<file path="src/rtl/apu_pkg.sv">
// apu_pkg -- shared types and step tables for the APU frame sequencer.
// Mode encoding matches the control-register bit: 0 = 4-step, 1 = 5-step.
// Step tables are indexed by step number; bit N is the pulse for step N.
package apu_pkg;

  typedef enum logic {
    MODE_4STEP = 1'b0,
    MODE_5STEP = 1'b1
  } mode_e;

  // Number of step slots covered by the tables (steps 0..4)
  localparam int STEP_SLOTS = 5;

  // 4-step mode: quarter on steps 0-3, half on steps 1 and 3
  localparam logic [STEP_SLOTS-1:0] QUARTER_4STEP = 5'b01111;
  localparam logic [STEP_SLOTS-1:0] HALF_4STEP    = 5'b01010;

  // 5-step mode: quarter on steps 0,1,2,4, half on steps 1 and 4, step 3 silent
  localparam logic [STEP_SLOTS-1:0] QUARTER_5STEP = 5'b10111;
  localparam logic [STEP_SLOTS-1:0] HALF_5STEP    = 5'b10010;

  // Last step index before wrapping back to 0 in the given mode
  function automatic logic [2:0] last_step(input mode_e mode);
    return (mode == MODE_5STEP) ? 3'd4 : 3'd3;
  endfunction

  // Table lookup that treats any index beyond the table as "no pulse"
  function automatic logic table_bit(input logic [STEP_SLOTS-1:0] tbl,
                                     input logic [2:0]            idx);
    return (idx < 3'(STEP_SLOTS)) ? tbl[idx] : 1'b0;
  endfunction

endpackage

</file>
<file path="src/rtl/apu_frame_seq.sv">
// apu_frame_seq -- APU frame sequencer.
// Counts divider ticks through a 4- or 5-step frame and emits registered
// quarter/half-frame pulses plus a level frame interrupt.
// Optional feature: define APU_FRAME_IRQ_EN to build the frame IRQ logic;
// without it irq is tied low and inhibit_in/irq_ack are ignored.
module apu_frame_seq
  import apu_pkg::*;
#(
  parameter int BITS = 3
) (
  input  logic            clk,
  input  logic            n_reset,
  input  logic            tick,
  input  logic            wr,
  input  logic            mode_in,
  input  logic            inhibit_in,
  input  logic            irq_ack,
  output logic            quarter,
  output logic            half,
  output logic            irq,
  output logic [BITS-1:0] step
);

  // Registered state and its next-state values
  mode_e           mode_q,    mode_d;
  logic [BITS-1:0] step_q,    step_d;
  logic            quarter_q, quarter_d;
  logic            half_q,    half_d;

  // Decode of the step currently held
  logic [2:0] stepIdx;
  logic       stepInRange;
  logic       atLastStep;
  logic       stepQuarter;
  logic       stepHalf;

  // Look up what the held step should produce if a tick arrives now
  always_comb begin
    stepIdx     = step_q[2:0];
    stepInRange = (step_q < BITS'(STEP_SLOTS));
    atLastStep  = (step_q >= BITS'(last_step(mode_q)));
    stepQuarter = 1'b0;
    stepHalf    = 1'b0;
    if (stepInRange) begin
      if (mode_q == MODE_5STEP) begin
        stepQuarter = table_bit(QUARTER_5STEP, stepIdx);
        stepHalf    = table_bit(HALF_5STEP,    stepIdx);
      end else begin
        stepQuarter = table_bit(QUARTER_4STEP, stepIdx);
        stepHalf    = table_bit(HALF_4STEP,    stepIdx);
      end
    end
  end

  // Next-state for mode, step and pulses; a write beats a coincident tick
  always_comb begin
    mode_d    = mode_q;
    step_d    = step_q;
    quarter_d = 1'b0;
    half_d    = 1'b0;
    if (wr) begin
      mode_d    = mode_e'(mode_in);
      step_d    = '0;
      quarter_d = mode_in;
      half_d    = mode_in;
    end else if (tick) begin
      quarter_d = stepQuarter;
      half_d    = stepHalf;
      step_d    = atLastStep ? '0 : step_q + BITS'(1);
    end
  end

`ifdef APU_FRAME_IRQ_EN
  logic inhibit_q, inhibit_d;
  logic irq_q,     irq_d;
  logic irqSet;

  // Frame IRQ: set on a step-3 tick in 4-step mode, set wins over ack
  always_comb begin
    inhibit_d = inhibit_q;
    irq_d     = irq_q & ~irq_ack;
    irqSet    = 1'b0;
    if (wr) begin
      inhibit_d = inhibit_in;
      if (inhibit_in) begin
        irq_d = 1'b0;
      end
    end else if (tick) begin
      irqSet = (mode_q == MODE_4STEP) && (step_q == BITS'(3)) && !inhibit_q;
      if (irqSet) begin
        irq_d = 1'b1;
      end
    end
  end

  // Sequencer state register, cleared asynchronously on reset
  always_ff @(posedge clk or negedge n_reset) begin
    if (!n_reset) begin
      mode_q    <= MODE_4STEP;
      step_q    <= '0;
      quarter_q <= 1'b0;
      half_q    <= 1'b0;
      inhibit_q <= 1'b0;
      irq_q     <= 1'b0;
    end else begin
      mode_q    <= mode_d;
      step_q    <= step_d;
      quarter_q <= quarter_d;
      half_q    <= half_d;
      inhibit_q <= inhibit_d;
      irq_q     <= irq_d;
    end
  end

  assign irq = irq_q;
`else
  // The IRQ inputs have no function in this build
  logic unused_irq_inputs;
  assign unused_irq_inputs = ^{inhibit_in, irq_ack};

  // Sequencer state register, cleared asynchronously on reset
  always_ff @(posedge clk or negedge n_reset) begin
    if (!n_reset) begin
      mode_q    <= MODE_4STEP;
      step_q    <= '0;
      quarter_q <= 1'b0;
      half_q    <= 1'b0;
    end else begin
      mode_q    <= mode_d;
      step_q    <= step_d;
      quarter_q <= quarter_d;
      half_q    <= half_d;
    end
  end

  assign irq = 1'b0;
`endif

  assign quarter = quarter_q;
  assign half    = half_q;
  assign step    = step_q;

endmodule

</file>
<file path="config.mk">
export PLATFORM = sky130hd
export DESIGN_NAME = apu_frame_seq
export DESIGN_NICKNAME = d
export VERILOG_FILES = /design/src/rtl/apu_pkg.sv /design/src/rtl/apu_frame_seq.sv
export SDC_FILE = /design/constraint.sdc
export NUM_CORES = 1
export LEC_CHECK = 0
export ABC_AREA = 0
export CAP_MARGIN = 20
export CORE_AREA = 5 5 42 44
export DETAILED_ROUTE_END_ITERATION = 16
export DIE_AREA = 0 0 47 49
export PLACE_DENSITY = 0.6
export SYNTH_ARGS = -nofsm -noshare
export SYNTH_HDL_FRONTEND = slang
export SYNTH_SLANG_ARGS = --single-unit
export TNS_END_PERCENT = 50
</file>
<file path="constraint.sdc">
create_clock -name clk -period 1.6 [get_ports clk]
set_input_delay 0.4 -clock clk [delete_from_list [all_inputs] [get_ports clk]]
set_output_delay 0.4 -clock clk [all_outputs]
set_load 0.005 [all_outputs]
</file>
[After elaboration in Yosys (flattened, before gate mapping)]
Memory sizes are Yosys's and may differ from the RTL's.
Cells that the tools add are included.
Word-level totals
  flip-flop bits (word level): 6
  memory bits (read-only): 32
  input port bits: 7
  output and inout bits: 6
  logic and storage cells: 29
  memories kept: 4
Cells by class
  add/subtract/negate cells: 1
  $lt $le $gt $ge: 3
  mux-type cells: 16
  reductions and logical operators: 1
Memories
  (name not given): words 8, width 1, rd ports 1, clocked after memory_dff 0, write ports 0, line apu_pkg.sv:30  | return (idx < 3'(STEP_SLOTS)) ? tbl[idx] : 1'b0;
  (name not given): words 8, width 1, rd ports 1, clocked after memory_dff 0, write ports 0, line apu_pkg.sv:30
  (name not given): words 8, width 1, rd ports 1, clocked after memory_dff 0, write ports 0, line apu_pkg.sv:30
  (name not given): words 8, width 1, rd ports 1, clocked after memory_dff 0, write ports 0, line apu_pkg.sv:30
Operator list (number)
  two-way mux 1 bit: 12
  two-way mux 3 bit: 4
  less-than comparator 3 x 4 -> 1 bit (second input constant): 1
  adder 3 x 1 -> 3 bit (second input constant): 1
  greater-or-equal comparator 3 bit: 1
  less-than comparator 3 bit (second input constant): 1
  nonzero test 2 bit: 1

[Depth between registers and ports, before layout]
Gate-level depths: netlist (run 1).
  depth after elaboration: 6
  mapped depth: 5
  gate-level depth less buffers: 5

[Least setup slack after synthesis (run 1)]
OpenSTA, ideal clock, no wires.
  path type: register -> register
  from: register step_q[0] (netlist: step[0])
  to: register step_q[1] (netlist: step[1])
  library setup time: 139 ps
  data arrival time: 1204 ps
  setup slack: 257 ps
  stages on the path, launching flop included: 6
  buffers on the path: 0
  period minus slack after synthesis: 1343 ps
  cells stage by stage: dfrtp_1 -> inv_1 -> ha_1 -> nor2b_1 -> o21ai_0 -> o32ai_1
On the way
  cells in the longest elaborated chain, start to end: 4
  elaborated cells on any way between the ends: 5
RTL lines
  start, declared: line apu_frame_seq.sv:26  | logic [BITS-1:0] step_q, step_d;
  start signal, assigned: line apu_frame_seq.sv:130  | step_q <= step_d;
  adder 3 x 1 -> 3 bit / greater-or-equal comparator 3 bit (equally long branches): line apu_frame_seq.sv:69, apu_frame_seq.sv:41
  two-way mux 3 bit (*): line apu_frame_seq.sv:69  | step_d = atLastStep ? '0 : step_q + BITS'(1);
  two-way mux 3 bit (*): line apu_frame_seq.sv:66  | end else if (tick) begin
  two-way mux 3 bit (*): line apu_frame_seq.sv:61  | if (wr) begin
Every way passes the cells marked *; elsewhere a longest branch is shown, timed or not. The select of a mux whose other input is x is not followed.
A chain may end at the register's enable or synchronous reset.

[Worst setup path after layout (run 1)]
  from: register half_q (netlist: half)
  to: output half
RTL lines
  start, declared: line apu_frame_seq.sv:28  | logic half_q, half_d;
  start signal, assigned: line apu_frame_seq.sv:132  | half_q <= half_d;
  end, declared: line apu_frame_seq.sv:19  | output logic half,
No word-level cell between the ends.

==> impl_metrics.yaml, run 1 <==
power:
  power_density_nw_per_um2: 723.7
  clkPwrFrac_pct: 33.2
  ir_drop_mv: 0.2924
  comb_power_share_pct: 23.5
  p_sw_share_pct: 26.65
  p_leak_nw: 0.2652
  p_seq_share_pct: 43.2
  total_power_mw: 0.4102
  power_switching_mw: 0.1093
  p_int_mw: 0.3008
yosys:
  synth_area_um2: 419.2
  synthCells: 41
  syn-num-nets: 54
  ys_seq_elements: 6
  synth_top_area_share_pct: 35.82
  synthTopCellsByArea: "dfrtp_1, ha_1, a32o_1"
  synth_top_cell_by_area: "dfrtp_1"
  ys_seq_area_share_pct: 35.82
  synthDistinctLibCells: 19
  postSynthAreaPerCell_um2: 10.22
  synth.yosys.warnings: 0
layout:
  n_fill_cell: 154
  layout-drive-gt1-share_pct: 21.82
  area_delta_synth_final_pct: 35.22
  num_antenna_cells: 0
  final_cell_area_um2: 566.8
  post-route-util_pct: 40.45
  num-nets-final: 70
  layout.cells.non_filler: 71
critical_path:
  cp-end-kind: "output pin"
  cp_data_required_time_ps: 1200
  cp_max_fo: 1
  worstPathArrival_ps: 1070
  path_cells: "clkdlybuf4s50_1"
  crit_family: "buffers and inverters"
  startpoint_type: "register"
  cpPeakStageDelay_ps: 500
  crit_type: "reg -> out"
  path_buf_inv: 1
  crit_slowest_cell: "clkdlybuf4s50_1"
route:
  viasPerCell: 5.056
  first_iter_violations: 10
  drc: 0
  antenna_left: 0
  drt-pass1-iter-count: 3
  wl_per_cell_um: 12.34
  vias: 359
  drt-total-wl_um: 876
global_route:
  gr-usage-all-layers_pct: 8.963
  grt_pass1_vias: 387
  grt_overflow: 0
  grt_max_degree: 9
  antenna_found_initial: 0
  grt_pass1_wl_um: 1476
sta:
  finalHoldViolCount: 0
  max_freq_mhz: 681.9
  fin_hold_ws_ps: 392.4
  finalCritPeriodShare_pct: 91.65
  rsz0062_at_grt: "no"
  finalWorstSetupSlack_ps: 133.5
  slew_viol_final: 0
  setup_viol: 0
  tns_ps: 0
  fin_crit_ps: 1466
  worst_clock_skew_ps: 5.434
placed_design:
  place.gp.congestion: 0.7514
  dpl_worst_slack_ps: 78.34
  place_inst: 68
  dpl_cell_area_um2: 540.5
  dpl.hpwl_um: 712.8
  io_buffers: 9
clock_network:
  clock_latency_ps: 240
  clk_pin_slew_ps: 50
  cts.sinks: 6
  cts_hold_buf: 0
  cts_root_buf: "clkbuf_4"
  clk_path_buf_depth: 2
  h-tree-depth: 1
  cts_tree: "built"
  numCtsBuffers: 3
die:
  initial_core_util_pct: 29.91
  die_w_um: 47
  ios: 13
  fp-row-count: 14
  core_region_area_um2: 1401
  dieArea_um2: 2303
  die_y_um: 49
job:
  cap_violations: 0
hold_path:
  hold_path.class: "in -> async"
outcome:
  status: "finished, final reports clean"
## final timing paths
path                                          start             endpoint  slack, ps  cells after the start
worst max register to register  step[0]$_DFFE_PN0P_  step[1]$_DFFE_PN0P_        140                      4
worst max-delay path                 half$_DFF_PN0_                 half        130                      1
max in group asynchronous                   n_reset  step[1]$_DFFE_PN0P_        980                      1
min in group clk                step[0]$_DFFE_PN0P_  step[0]$_DFFE_PN0P_        620                      2
worst min-delay path                        n_reset    quarter$_DFF_PN0_        390                      1
worst min register to register  step[0]$_DFFE_PN0P_  step[0]$_DFFE_PN0P_        620                      2
## area by class of cell
cell class	instances	area, um2	share of cell area [%]
clock buffers	3	22.52	3.974
inverters	3	11.26	1.987
multi-input cells	30	239.0	42.16
flip-flops and latches	6	153.9	27.15
well taps	16	20.02	3.532
repair buffers	13	120.1	21.19
## synth_stat cells, drive strengths merged
cell / count
dfrtp: 6
ha: 6
o21ai: 4
a21oi: 3
inv: 3
nor2b: 3
a32o: 2
buf: 2
nand2: 2
nand2b: 2
a211oi: 1
a21boi: 1
conb: 1
nand3b: 1
o2111ai: 1
o31ai: 1
o32ai: 1
or3b: 1
## cells in the final DEF, fill, tap and decap left out, types with 3 or more instances in the layout
cell	count
buf_4	4
dfrtp_1	3
nor2b_1	3
ha_1	6
a21oi_1	3
inv_1	3
dfrtp_2	3
clkbuf_4	3
o21ai_0	3
clkdlybuf4s50_1	6
## power groups by stage
stage / sequential [mW] / combinational, mW / clock (mW)
global route: 0.179 / 0.111 / 0.150
CTS: 0.177 / 0.0978 / 0.140
floorplan: 0.178 / 0.0487 / 0
global placement: 0.178 / 0.0975 / 0
finish: 0.177 / 0.0965 / 0.136
detailed placement: 0.179 / 0.0988 / 0
## kinds of logic after synthesis
| group | after synthesis | share of synthesized area [%] |
|---|---|---|
| AO/OA/AOI/OAI | 14 | 25.07 |
| adder cells (fa/ha/maj) | 6 | 17.91 |
| buffers and inverters | 5 | 7.164 |
| flip-flops | 6 | 35.82 |
| other | 1 | 0.8947 |
| AND/OR/NAND/NOR | 9 | 13.14 |
## what timing repair did
| item | in CTS | in global routing |
|---|---|---|
| setup endpoints to repair | 3 | 3 |
| buffers inserted | 0 | 0 |
| pin swaps | 0 | 0 |
| gates resized for setup | 4 | 3 |
## layer usage
| layer | vias to the layer above | track usage (%) | wire [um] | share of wire, % |
|---|---|---|---|---|
| met2 | 9 | 13.35 | 447 | 51 |
| met3 | 0 | 3.321 | 33 | 3.8 |
| met5 | - | 0 | 0 | 0 |
| li1 | 177 | - | - | - |
| met4 | 0 | 4.147 | 0 | 0 |
| met1 | 173 | 11.06 | 395 | 45 |
## sequential cells by signal, indices dropped and copies added (netlist names)
name	count
half	1
step	3
mode_q	1
quarter	1
Note: power is estimated with default switching activity, not from simulation.
==> inputs of run 2 (changes only) <==
- CAP_MARGIN: 20 -> default
- CTS_BUF_LIST: default -> sky130_fd_sc_hd__clkbuf_4 sky130_fd_sc_hd__clkbuf_8 sky130_fd_sc_hd__clkbuf_16
- HOLD_SLACK_MARGIN: default -> 0.15
==> results of run 2 <==
The final DEF is identical to that of run 1; final timing and power are the same.
